$ cat src/rtl/ddr3_burst_arbiter.sv
// Write/read burst arbiter for a DDR3 ring buffer: one outstanding burst, alternating ties.
// Optional completion watchdog enabled by defining ARB_TIMEOUT_EN.
module ddr3_burst_arbiter #(
    parameter int                ADDR_W      = 28,
    parameter logic [ADDR_W-1:0] BASE_ADDR   = '0,
    parameter int                BURST_INC   = 8,
    parameter int                RING_BURSTS = 1024,
    parameter int                CNT_W       = 11,
    parameter int                RD_START_TH = 512,
    parameter int                TIMEOUT_CYC = 1024
) (
    input  logic              sys_clk,
    input  logic              sys_rst_n,
    input  logic              wr_req,
    input  logic              rd_req,
    input  logic              flush,
    output logic              cmd_valid,
    input  logic              cmd_ready,
    output logic              cmd_rw,
    output logic [ADDR_W-1:0] cmd_addr,
    input  logic              done,
    output logic              wr_ack,
    output logic              rd_ack,
    output logic [CNT_W-1:0]  fill,
    output logic              full,
    output logic              empty,
    output logic              play_en,
    output logic              timeout_err,
    output logic [1:0]        dbg_state_o
);

    localparam logic [1:0] S_IDLE = 2'd0;
    localparam logic [1:0] S_CMD  = 2'd1;
    localparam logic [1:0] S_WAIT = 2'd2;

    localparam logic [ADDR_W-1:0] INC       = ADDR_W'(BURST_INC);
    localparam logic [ADDR_W-1:0] LAST_ADDR = BASE_ADDR + ADDR_W'((RING_BURSTS - 1) * BURST_INC);
    localparam logic [CNT_W-1:0]  FILL_MAX  = CNT_W'(RING_BURSTS);
    localparam logic [CNT_W-1:0]  START_TH  = CNT_W'(RD_START_TH);

    // Handshake: a command transfers on a cycle where cmd_valid && cmd_ready; cmd_valid,
    // cmd_rw and cmd_addr stay frozen until then.
    logic [1:0]        state_q, state_d;
    logic              cmd_valid_q, cmd_valid_d;
    logic              cmd_rw_q, cmd_rw_d;
    logic [ADDR_W-1:0] cmd_addr_q, cmd_addr_d;
    logic              wr_ack_q, wr_ack_d;
    logic              rd_ack_q, rd_ack_d;
    logic [ADDR_W-1:0] wr_ptr_q, wr_ptr_d;
    logic [ADDR_W-1:0] rd_ptr_q, rd_ptr_d;
    logic [CNT_W-1:0]  fill_q, fill_d;
    logic              full_q, full_d;
    logic              empty_q, empty_d;
    logic              play_en_q, play_en_d;
    logic              flushed_q, flushed_d;
    logic              last_wr_q, last_wr_d;
    logic              wr_elig, rd_elig, pick_rd, wr_hs, rd_hs;

`ifdef ARB_TIMEOUT_EN
    localparam int               TMO_W    = $clog2(TIMEOUT_CYC + 1);
    localparam logic [TMO_W-1:0] TMO_LAST = TMO_W'(TIMEOUT_CYC - 1);
    logic [TMO_W-1:0] tmo_cnt_q, tmo_cnt_d;
    logic             timeout_err_q, timeout_err_d;
`endif

    function automatic logic [ADDR_W-1:0] ptr_next(input logic [ADDR_W-1:0] p);
        return (p == LAST_ADDR) ? BASE_ADDR : p + INC;
    endfunction

    always_comb begin
        state_d     = state_q;
        cmd_valid_d = cmd_valid_q;
        cmd_rw_d    = cmd_rw_q;
        cmd_addr_d  = cmd_addr_q;
        wr_ack_d    = 1'b0;
        rd_ack_d    = 1'b0;
        wr_ptr_d    = wr_ptr_q;
        rd_ptr_d    = rd_ptr_q;
        fill_d      = fill_q;
        play_en_d   = play_en_q;
        flushed_d   = flushed_q | flush;
        last_wr_d   = last_wr_q;
        pick_rd     = 1'b0;
`ifdef ARB_TIMEOUT_EN
        tmo_cnt_d     = (state_q == S_WAIT) ? tmo_cnt_q + 1'b1 : '0;
        timeout_err_d = timeout_err_q;
`endif

        wr_elig = wr_req && !full_q;
        rd_elig = rd_req && !empty_q && play_en_q;
        wr_hs   = (state_q == S_CMD) && cmd_ready && !cmd_rw_q;
        rd_hs   = (state_q == S_CMD) && cmd_ready && cmd_rw_q;

        case (state_q)
            S_IDLE: begin
                if (wr_elig || rd_elig) begin
                    // On a tie, read wins only if the previous grant was a write.
                    pick_rd     = rd_elig && (!wr_elig || last_wr_q);
                    state_d     = S_CMD;
                    cmd_valid_d = 1'b1;
                    cmd_rw_d    = pick_rd;
                    cmd_addr_d  = pick_rd ? rd_ptr_q : wr_ptr_q;
                    last_wr_d   = !pick_rd;
                end
            end
            S_CMD: begin
                if (cmd_ready) begin
                    state_d     = S_WAIT;
                    cmd_valid_d = 1'b0;
                    wr_ack_d    = !cmd_rw_q;
                    rd_ack_d    = cmd_rw_q;
                end
            end
            S_WAIT: begin
                if (done) begin
                    state_d = S_IDLE;
                end
`ifdef ARB_TIMEOUT_EN
                else if (tmo_cnt_q == TMO_LAST) begin
                    state_d       = S_IDLE;
                    timeout_err_d = 1'b1;
                end
`endif
            end
            default: state_d = S_IDLE;
        endcase

        if (wr_hs) begin
            wr_ptr_d = ptr_next(wr_ptr_q);
            fill_d   = fill_q + 1'b1;
        end else if (rd_hs) begin
            rd_ptr_d = ptr_next(rd_ptr_q);
            fill_d   = fill_q - 1'b1;
        end

        full_d  = (fill_d == FILL_MAX);
        empty_d = (fill_d == '0);

        if (flush || fill_d >= START_TH) begin
            play_en_d = 1'b1;
        end
        // End of stream: the read that drains a flushed ring stops playout, unless a new
        // flush lands on that very cycle.
        if (rd_hs && fill_q == CNT_W'(1) && flushed_q && !flush) begin
            play_en_d = 1'b0;
            flushed_d = 1'b0;
        end
    end

    always_ff @(posedge sys_clk or negedge sys_rst_n) begin
        if (!sys_rst_n) begin
            state_q     <= S_IDLE;
            cmd_valid_q <= 1'b0;
            cmd_rw_q    <= 1'b0;
            cmd_addr_q  <= BASE_ADDR;
            wr_ack_q    <= 1'b0;
            rd_ack_q    <= 1'b0;
            wr_ptr_q    <= BASE_ADDR;
            rd_ptr_q    <= BASE_ADDR;
            fill_q      <= '0;
            full_q      <= 1'b0;
            empty_q     <= 1'b1;
            play_en_q   <= 1'b0;
            flushed_q   <= 1'b0;
            last_wr_q   <= 1'b0;
        end else begin
            state_q     <= state_d;
            cmd_valid_q <= cmd_valid_d;
            cmd_rw_q    <= cmd_rw_d;
            cmd_addr_q  <= cmd_addr_d;
            wr_ack_q    <= wr_ack_d;
            rd_ack_q    <= rd_ack_d;
            wr_ptr_q    <= wr_ptr_d;
            rd_ptr_q    <= rd_ptr_d;
            fill_q      <= fill_d;
            full_q      <= full_d;
            empty_q     <= empty_d;
            play_en_q   <= play_en_d;
            flushed_q   <= flushed_d;
            last_wr_q   <= last_wr_d;
        end
    end

`ifdef ARB_TIMEOUT_EN
    always_ff @(posedge sys_clk or negedge sys_rst_n) begin
        if (!sys_rst_n) begin
            tmo_cnt_q     <= '0;
            timeout_err_q <= 1'b0;
        end else begin
            tmo_cnt_q     <= tmo_cnt_d;
            timeout_err_q <= timeout_err_d;
        end
    end
    assign timeout_err = timeout_err_q;
`else
    assign timeout_err = 1'b0;
`endif

    assign cmd_valid   = cmd_valid_q;
    assign cmd_rw      = cmd_rw_q;
    assign cmd_addr    = cmd_addr_q;
    assign wr_ack      = wr_ack_q;
    assign rd_ack      = rd_ack_q;
    assign fill        = fill_q;
    assign full        = full_q;
    assign empty       = empty_q;
    assign play_en     = play_en_q;
    assign dbg_state_o = state_q;

endmodule

$ cat config.mk
export PLATFORM = sky130hd
export DESIGN_NAME = ddr3_burst_arbiter
export DESIGN_NICKNAME = d
export VERILOG_FILES = /design/src/rtl/ddr3_burst_arbiter.sv
export SDC_FILE = /design/constraint.sdc
export NUM_CORES = 1
export LEC_CHECK = 0
export CORE_MARGIN = 3
export CORE_UTILIZATION = 45
export CTS_CLUSTER_SIZE = 40
export DETAILED_ROUTE_END_ITERATION = 10
export DONT_BUFFER_PORTS = 1
export HOLD_SLACK_MARGIN = 0.08
export PLACE_DENSITY = 0.63
export SYNTH_ARGS = -nofsm -noshare
export SYNTH_HDL_FRONTEND = slang
export SYNTH_SLANG_ARGS = --single-unit
$ cat constraint.sdc
create_clock -name sys_clk -period 7.1 [get_ports sys_clk]
set_clock_uncertainty 0.15 [all_clocks]
set_input_delay 1.42 -clock sys_clk [delete_from_list [all_inputs] [get_ports sys_clk]]
set_output_delay 1.42 -clock sys_clk [all_outputs]
set_load 0.005 [all_outputs]
==> run metrics, run 1 <==
ys async rst share 100%; Worst Setup Start Kind primary input; Worst R2R Start play_en; GR Overflow Total 0; Leak Pwr about 2.3 nW; Hold Path Sink rd_ptr_q[27]; post-CTS sizing 0; main combinational cell family by area after synthesis simple AND/OR/NAND/NOR gates; fillers 883; area grow syn2layout 6.44%; Distinct cells, synth 48; number of synthesized flops with an enable pin 0; post-synthesis sequential area ratio 53.4%; final hold slack 0.361 ns; reg2reg setup slack 3.91 ns; Wirelength per Cell 17.5 um; antenna violations before repair 0; Clock Pin Slew Worst Setup and Hold Paths 0.09 ns; simple-gate share of the synthesized area 22.3%; Synth warnings 0; total CTS buffers 9; vias per cell 5.69; layout cells sized above 1 6.43%; fin crit period between 3 and 4 ns; RSZ-0062 raised after global routing no; Die ar. 11,300 um2; Detailed Route Iter0 Violations 179; Die Height 106 um; Register-to-Register Path Depth 5; slowest CP cell nor2_2; hold depth 1; MaxCap Viol Count 0; drt drc 0; Starting Density 46.5%; pwr/cell area 294 nW/um2; kind of cell adding the most delay to the critical path simple AND/OR/NAND/NOR gates; CTS tree built; hpwl dp 6.69 mm; nets@finish roughly 430; non-filler cells, final 553; mux cell area share after synthesis 0.441%; maximum VDD drop around 160 uV; # rows 36; Routed WL around 9.7 mm; GRT Total Usage 17.6%; worst setup path class in -> reg; CTS hold repair buffers 0; Die X 106 um; reg-to-reg critical path endpoint cmd_addr[15]; Slew headroom 26.4%; CP Capture Type register; Register Area between 2000 and 2500 um2; final setup fails 0; worst skew pair latency between 0.3 and 0.4 ns; Worst Path Buf+Inv 0; area of the multi-input gates 2010 um2; syn_area_per_cell 10.8 um2; hold_sp rd_ptr_q[27]; crit path DAT just under 4 ns; core box area around 10000 um2; period utilisation layout between 50% and 60%; run status finished clean; Routed Antenna Nets 0; XOR/XNOR Fraction of Synth Area 11.0%; CTS Root Cell clkbuf_8; largest net degree at the start of global routing about 100; slowest stage delay, CP 1.11 ns; post-synthesis adder-cell area fraction under 10%; first-pass GRT wire length 16.1 mm; setup bufs post-CTS 0; Required @ worst endpoint approximately 7.2 ns; Hold Crit Class reg -> reg; # diodes 0; Cells after Synth 421; port bufs 0; Synth Register Bits 97; # clock sinks 97; Compound-Gate Fraction of Synth Area 8.65%; drt pass-1 iters 4; DR vias around 3,100; depth of the CTS H-tree 3; CP most frequent cell nand2_1; routability cong. 0.820; num ports 56; Worst-Margin Slew 1.10 ns; Fmax achieved 262 MHz; CP cell instances nand2_1 > o21ai_0 > nand2_1 > nor2_2 > a221o_1; vias in the first global route between 3,000 and 4,000; Main synth FF type dfrtp_1; synthesized area 4540 um2; Hold Violations, Final 0; Setup TNS Final 0 ns; CTS max path bufs 2; Inst Count DP 537; crit path max fanout 28; Slew Viols, Final 0
==> where the power goes <==
| group | switching [mW] | internal [mW] | leakage (nW) |
|---|---|---|---|
| combinational | 0.170 | 0.119 | 0.872 |
| sequential | 0.136 | 0.629 | 1.30 |
| clock | 0.193 | 0.174 | 0.103 |
==> synthesized netlist by cell type (2+ instances only) <==
library cell | instances | share of area [%]
nor2b_1 | 3 | 0.41
and4bb_4 | 2 | 0.72
buf_4 | 4 | 0.66
nand4_1 | 11 | 1.5
buf_2 | 3 | 0.33
o21ai_0 | 5 | 0.55
and2_1 | 3 | 0.41
mux2i_1 | 2 | 0.44
nor4_1 | 9 | 1.2
inv_1 | 7 | 0.58
nand3b_1 | 3 | 0.50
nand3_1 | 23 | 2.5
nor3_1 | 8 | 0.88
nand2_1 | 31 | 2.6
and3_1 | 34 | 4.7
and4_1 | 5 | 0.96
ha_1 | 5 | 1.4
nor3b_1 | 3 | 0.50
nor4b_1 | 2 | 0.39
xnor2_1 | 34 | 6.6
a21oi_1 | 5 | 0.55
nor2_1 | 39 | 3.2
a221o_1 | 25 | 5.5
clkbuf_1 | 14 | 1.2
dfrtp_1 | 96 | 53
xor2_1 | 23 | 4.4
==> area by class of cell <==
| class | instances | share of cell area, % |
|---|---|---|
| Clock buffer | 10 | 2.85 |
| Clock inverter | 6 | 1.35 |
| Inverter | 7 | 0.543 |
| Multi-Input combinational cell | 299 | 41.5 |
| Sequential cell | 97 | 50.2 |
| Tap cell | 133 | 3.44 |
| Timing Repair Buffer | 1 | 0.155 |
==> worst max-delay path by stage <==
stage,end,cells after the start,slack (ns),startpoint
2_1_floorplan,empty,6,3.94,cmd_ready
3_3_place_gp,cmd_addr[21],5,3.10,rd_req
3_5_place_dp,cmd_addr[15],5,2.92,rd_req
4_1_cts,cmd_addr[14],5,3.29,rd_req
5_1_grt,cmd_addr[15],5,3.06,rd_req
6_report,cmd_addr[15],5,3.29,rd_req
==> per-layer routing <==
| metal | global-route usage [%] | vias to the layer above | part of all wire (%) |
|---|---|---|---|
| met2 | 26.0 | 62 | 46 |
| met5 | 0 | - | 0 |
| met4 | 7.03 | 0 | 1.8 |
| met3 | 3.46 | 12 | 4.0 |
| li1 | - | 1492 | - |
| met1 | 25.7 | 1583 | 48 |
==> state kept, by name, indices dropped and copies added (netlist names) <==
register / count
full: 1
last_wr_q: 1
flushed_q: 1
empty: 1
wr_ack: 1
fill: 11
cmd_rw: 1
cmd_valid: 1
wr_ptr_q: 25
play_en: 1
cmd_addr: 25
dbg_state_o: 2
rd_ack: 1
rd_ptr_q: 25
==> cells in the final DEF, fill, tap and decap left out, drive strengths merged, types with 8 or more instances in the layout <==
cell | synthesis | final
nand2 | 31 | 31
nand4 | 11 | 11
nor2 | 39 | 39
xor2 | 23 | 23
inv | 7 | 9
clkbuf | 14 | 10
a221o | 25 | 25
nor4 | 9 | 9
xnor2 | 34 | 34
nand3 | 23 | 23
and3 | 34 | 34
dfrtp | 96 | 96
nor3 | 8 | 8
==> through the flow <==
stage / power [mW] / setup WS, ns / area, um2 / utilization, %
2_1_floorplan: 0.979 / 3.94 / 4560 / -
3_3_place_gp: 1.05 / 3.10 / 4630 / 47.4
3_5_place_dp: 1.07 / 2.92 / 4630 / 47.4
4_1_cts: 1.44 / 3.29 / 4840 / 49.5
5_1_grt: 1.51 / 3.06 / 4840 / 49.5
6_report: 1.42 / 3.29 / 4840 / 49.5
==> cells by family after synthesis <==
group | Yosys count
AND/OR/NAND/NOR | 185
adder cells (fa/ha/maj) | 5
other | 1
buffers and inverters | 28
multiplexers | 2
flip-flops | 97
AO/OA/AOI/OAI | 46
XOR/XNOR | 57
Power figures use the tool's default switching activity.
==> run 2, diff against run 1 <==
--- a/config.mk
+++ b/config.mk
@@ -11,7 +11,7 @@
 export DETAILED_ROUTE_END_ITERATION = 10
 export DONT_BUFFER_PORTS = 1
 export HOLD_SLACK_MARGIN = 0.08
-export PLACE_DENSITY = 0.63
+export PLACE_DENSITY = 0.65
 export SYNTH_ARGS = -nofsm -noshare
 export SYNTH_HDL_FRONTEND = slang
 export SYNTH_SLANG_ARGS = --single-unit
==> constraint.sdc (replaced) <==
create_clock -name sys_clk -period 3.4 [get_ports sys_clk]
set_clock_uncertainty 0.15 [all_clocks]
set_input_delay 0.68 -clock sys_clk [delete_from_list [all_inputs] [get_ports sys_clk]]
set_output_delay 0.68 -clock sys_clk [all_outputs]
set_load 0.005 [all_outputs]
==> run metrics, run 2 (synthesized netlist as in run 1, its figures left out) <==
critical path launch point cmd_rw; Worst R2R Start cmd_rw; worst skew pair latency 0.36 ns; hpwl dp roughly 6.8 mm; Worst-Margin Slew 0.698 ns; Register-to-Register Path Depth 6; area grow syn2layout 7.79%; CTS Root Cell clkbuf_8; vias per cell 5.67; GR Overflow Total 0; depth of the CTS H-tree 3; Detailed Route Iter0 Violations 208; fin crit period 2.75 ns; largest net degree at the start of global routing 98; drt pass-1 iters 5; WP depth 6; # diodes 0; routability cong. 0.840; CP cell instances nand4b_2 > nor3_1 > a22oi_1 > xnor2_1 > or4b_1 > nor4_1; Setup TNS Final 0 ns; slowest CP cell dfrtp_1; drt drc 0; fillers 900; Leak Pwr 2.31 nW; layout cells sized above 1 7.28%; CTS tree built; run status finished clean; Die ar. 11,300 um2; critical path endpoint full; Worst Path Buf+Inv 0; total chip power 3.01 mW; total CTS buffers 9; worst setup path class reg -> reg; GRT Total Usage around 18%; CTS max path bufs 2; core box area 9770 um2; Slew headroom a little over half; Die X 106 um; Hold Crit Class in -> async; first-pass GRT wire length 16.6 mm; slowest stage delay, CP 0.66 ns; Slew Viols, Final 0; MaxCap Viol Count 0; CP Capture Type register; Routed Antenna Nets 0; Die Height roughly 110 um; Hold Violations, Final 0; Starting Density 46.5%; nets@finish 433; period utilisation layout 80.8%; reg2reg setup slack 0.65 ns; crit path DAT about 2.9 ns; DR vias 3,167; Routed WL 9.88 mm; commonest non-fill, non-tap cell in the layout dfrtp_1; maximum VDD drop 318 uV; Required @ worst endpoint 3.51 ns; most frequent cells in the layout 96 x dfrtp_1, 38 x nor2_1, 34 x and3_1, 34 x xnor2_1, 31 x nand2_1; antenna violations before repair 0; reg-to-reg critical path endpoint full; crit path max fanout 13; setup bufs post-CTS 0; port bufs 0; Worst Setup Start Kind register; vias in the first global route between 3,000 and 4,000; num ports 56; Fmax achieved around 360 MHz; pwr/cell area 615 nW/um2; Wirelength per Cell 17.7 um; # clock sinks 97; # rows 36; RSZ-0062 raised after global routing no; Clock Pin Slew Worst Setup and Hold Paths 0.09 ns; final setup fails 0; kind of cell adding the most delay to the critical path simple AND/OR/NAND/NOR gates
## run 2: worst min-delay path by stage
stage                    from      endpoint  slack [ns]  cells after the start
floorplan           sys_rst_n  cmd_addr[10]        0.23                      0
global placement    sys_rst_n  rd_ptr_q[21]        0.24                      0
detailed placement  sys_rst_n  rd_ptr_q[21]        0.24                      0
CTS                 sys_rst_n  cmd_addr[17]        0.09                      1
global route        sys_rst_n  rd_ptr_q[16]        0.11                      1
finish              sys_rst_n  rd_ptr_q[19]        0.09                      1
## run 2: timing repair
| item | in CTS | in global routing |
|---|---|---|
| hold buffers | 1 | 0 |
| hold endpoints to repair | 97 | 0 |
| resized for setup | 0 | 0 |
## run 2: metrics by stage
stage	utilization, %	hold slack [ns]	instance area (um2)	cells	setup slack [ns]
4_1_cts	50.1	0.0940	4900	559	0.622
2_1_floorplan	-	0.234	4560	424	0.957
3_3_place_gp	47.8	0.238	4670	542	0.716
5_1_grt	50.1	0.106	4900	559	0.387
6_report	50.1	0.0855	4900	559	0.652
3_5_place_dp	47.8	0.237	4670	542	0.626
## run 2: power by group
group	switching, mW	internal (mW)
clock network	0.388	0.379
logic	0.383	0.272
registers	0.279	1.31
total	1.05	1.97
## run 2: cell type report
class	count	area (um2)	share of cell area [%]
multi-input combinational	299	2010	40.9
timing repair buffer	7	72.6	1.48
inverter	7	26.3	0.536
clock inverter	3	40.0	0.817
clock buffer	13	159	3.24
tap	133	166	3.40
sequential	97	2430	49.6
## run 2: routing by layer
metal / wire [um] / vias up / GRT usage, % / share of wire (%)
met5: 0 / - / 0 / 0
met4: 123 / 0 / 8.40 / 1.2
met3: 532 / 8 / 4.49 / 5.4
met2: 4650 / 68 / 27.5 / 47
met1: 4570 / 1578 / 25.5 / 46
li1: - / 1513 / - / -
==> run 3, diff against run 2 <==
==> constraint.sdc (replaced) <==
create_clock -name sys_clk -period 2.45 [get_ports sys_clk]
set_clock_uncertainty 0.15 [all_clocks]
set_input_delay 0.49 -clock sys_clk [delete_from_list [all_inputs] [get_ports sys_clk]]
set_output_delay 0.49 -clock sys_clk [all_outputs]
set_load 0.005 [all_outputs]
==> run metrics, run 3 (synthesized netlist as in run 1, its figures left out) <==
Die Height 106 um; Worst R2R Start fill[2]; Routed Antenna Nets 0; vias per cell ~5.6; area grow syn2layout 13.6%; reg-to-reg critical path endpoint full; drt drc 0; # rows 36; Starting Density 46.5%; crit path DAT 2.51 ns; worst skew pair latency around 0.37 ns; CP Capture Type register; drt pass-1 iters 4; first-pass GRT wire length roughly 17 mm; GRT Total Usage a little under a fifth; non-filler cells, final 584; vias in the first global route ~3,300; worst setup path class reg -> reg; slowest CP cell or4b_2; Setup WS pre-CTS -0.00489 ns; # clock sinks just under 100; final setup fails 0; RSZ-0062 raised after global routing yes; largest net degree at the start of global routing 98; fin crit period 2.38 ns; antenna violations before repair 0; MaxCap Viol Count 0; Die ar. 11,300 um2; port bufs 0; CTS tree built; total CTS buffers 9; maximum VDD drop roughly 500 uV; Worst Setup Start Kind register; routability cong. 0.870; depth of the CTS H-tree 3; Routed WL about 9.9 mm; num ports 56; layout cells sized above 1 14.6%; CP cell instances or4b_2 > a21oi_2 > xor2_1 > a21oi_1 > or4b_4 > nor4_2; hpwl dp 7.03 mm; core box area between 9000 and 10,000 um2; final hold slack -0.349 ns; Setup WS post-layout 0.0656 ns; reg2reg setup slack around 0.066 ns; Slew Viols, Final 0; Register-to-Register Path Depth 6; Wirelength per Cell 16.9 um; Inst Count DP 564; CTS max path bufs 2; Die X 106 um; Fmax achieved between 400 and 500 MHz; run status finished, violations left; GR Overflow Total 0; CTS hold repair buffers 2; pwr/cell area slightly below 900 nW/um2; CTS Root Cell clkbuf_8; Hold Violations, Final just under 100; most frequent cells in the layout 96 x dfrtp_1, 38 x nor2_1, 34 x and3_1, 34 x xnor2_1; Detailed Route Iter0 Violations ~220; # diodes 0; period utilisation layout 97.3%; Required @ worst endpoint 2.58 ns; nets@finish 459; commonest non-fill, non-tap cell in the layout dfrtp_1; DR vias 3,271; slowest stage delay, CP about 0.68 ns; failing checks negative hold slack; Leak Pwr 2.44 nW; Hold Crit Class in -> async; crit path max fanout 2; Clock Pin Slew Worst Setup and Hold Paths 0.10 ns
-- run 3: cell types whose count changed in the layout (fill, tap and decap cells not counted), sizes merged --
| cell | change |
|---|---|
| buf | +24 |
| clkbuf | -4 |
| bufinv | +2 |
| dlygate4sd3 | +2 |
| clkinvlp | +1 |
-- run 3: stage by stage --
step | total power [mW] | setup TNS, ns | util [%] | area, um2
5_1_grt | 4.88 | -0.0375 | 52.8 | 5160
6_report | 4.58 | 0 | 52.8 | 5160
4_1_cts | 4.54 | 0 | 52.1 | 5090
3_3_place_gp | 3.27 | 0 | 49.5 | 4840
2_1_floorplan | 2.84 | 0 | - | 4560
3_5_place_dp | 3.31 | -0.00489 | 49.5 | 4840
-- run 3: final cells by class --
cell class,count,area (um2)
clock buffer,9,124
fill,847,4610
clock inverter,6,108
timing repair buffer,33,253
sequential,97,2430
inverter,7,26.3
multi-input combinational,299,2060
tap,133,166
-- run 3: per-layer routing --
layer / wire length [um] / track usage, % / vias up
met4: 162 / 7.21 / 0
met5: 0 / 0 / -
met2: 4560 / 28.1 / 77
li1: - / - / 1561
met3: 599 / 5.22 / 16
met1: 4550 / 26.0 / 1617
-- run 3: power by group --
| group | leakage (nW) | total [mW] | internal (mW) | switching [mW] |
|---|---|---|---|---|
| sequential | 1.30 | 2.10 | 1.83 | 0.277 |
| clock | 0.115 | 1.22 | 0.669 | 0.551 |
| combinational | 1.03 | 1.26 | 0.580 | 0.683 |
| total | 2.44 | 4.58 | 3.07 | 1.51 |
-- run 3: what timing repair did --
item                       CTS  global route
pin swaps                    1             2
hold endpoints to repair    99            97
buffers inserted             0             3
setup endpoints to repair    1            11
resized for setup            0            11
-- run 3: worst max-delay path: cells and delay by family (launching register included) --
| kind | cells | cell delay, ns |
|---|---|---|
| AO/OA/AOI/OAI | 2 | 0.29 |
| flip-flops | 1 | 0.38 |
| XOR/XNOR | 1 | 0.10 |
| AND/OR/NAND/NOR | 3 | 1.38 |
-- run 3: how the worst max path moves through the flow --
stage / start / endpoint / cells past startpoint
5_1_grt: fill[2] / full / 6
3_5_place_dp: fill[0] / full / 8
4_1_cts: fill[0] / full / 8
2_1_floorplan: fill[0] / empty / 7
6_report: fill[2] / full / 6
3_3_place_gp: fill[2] / empty / 6
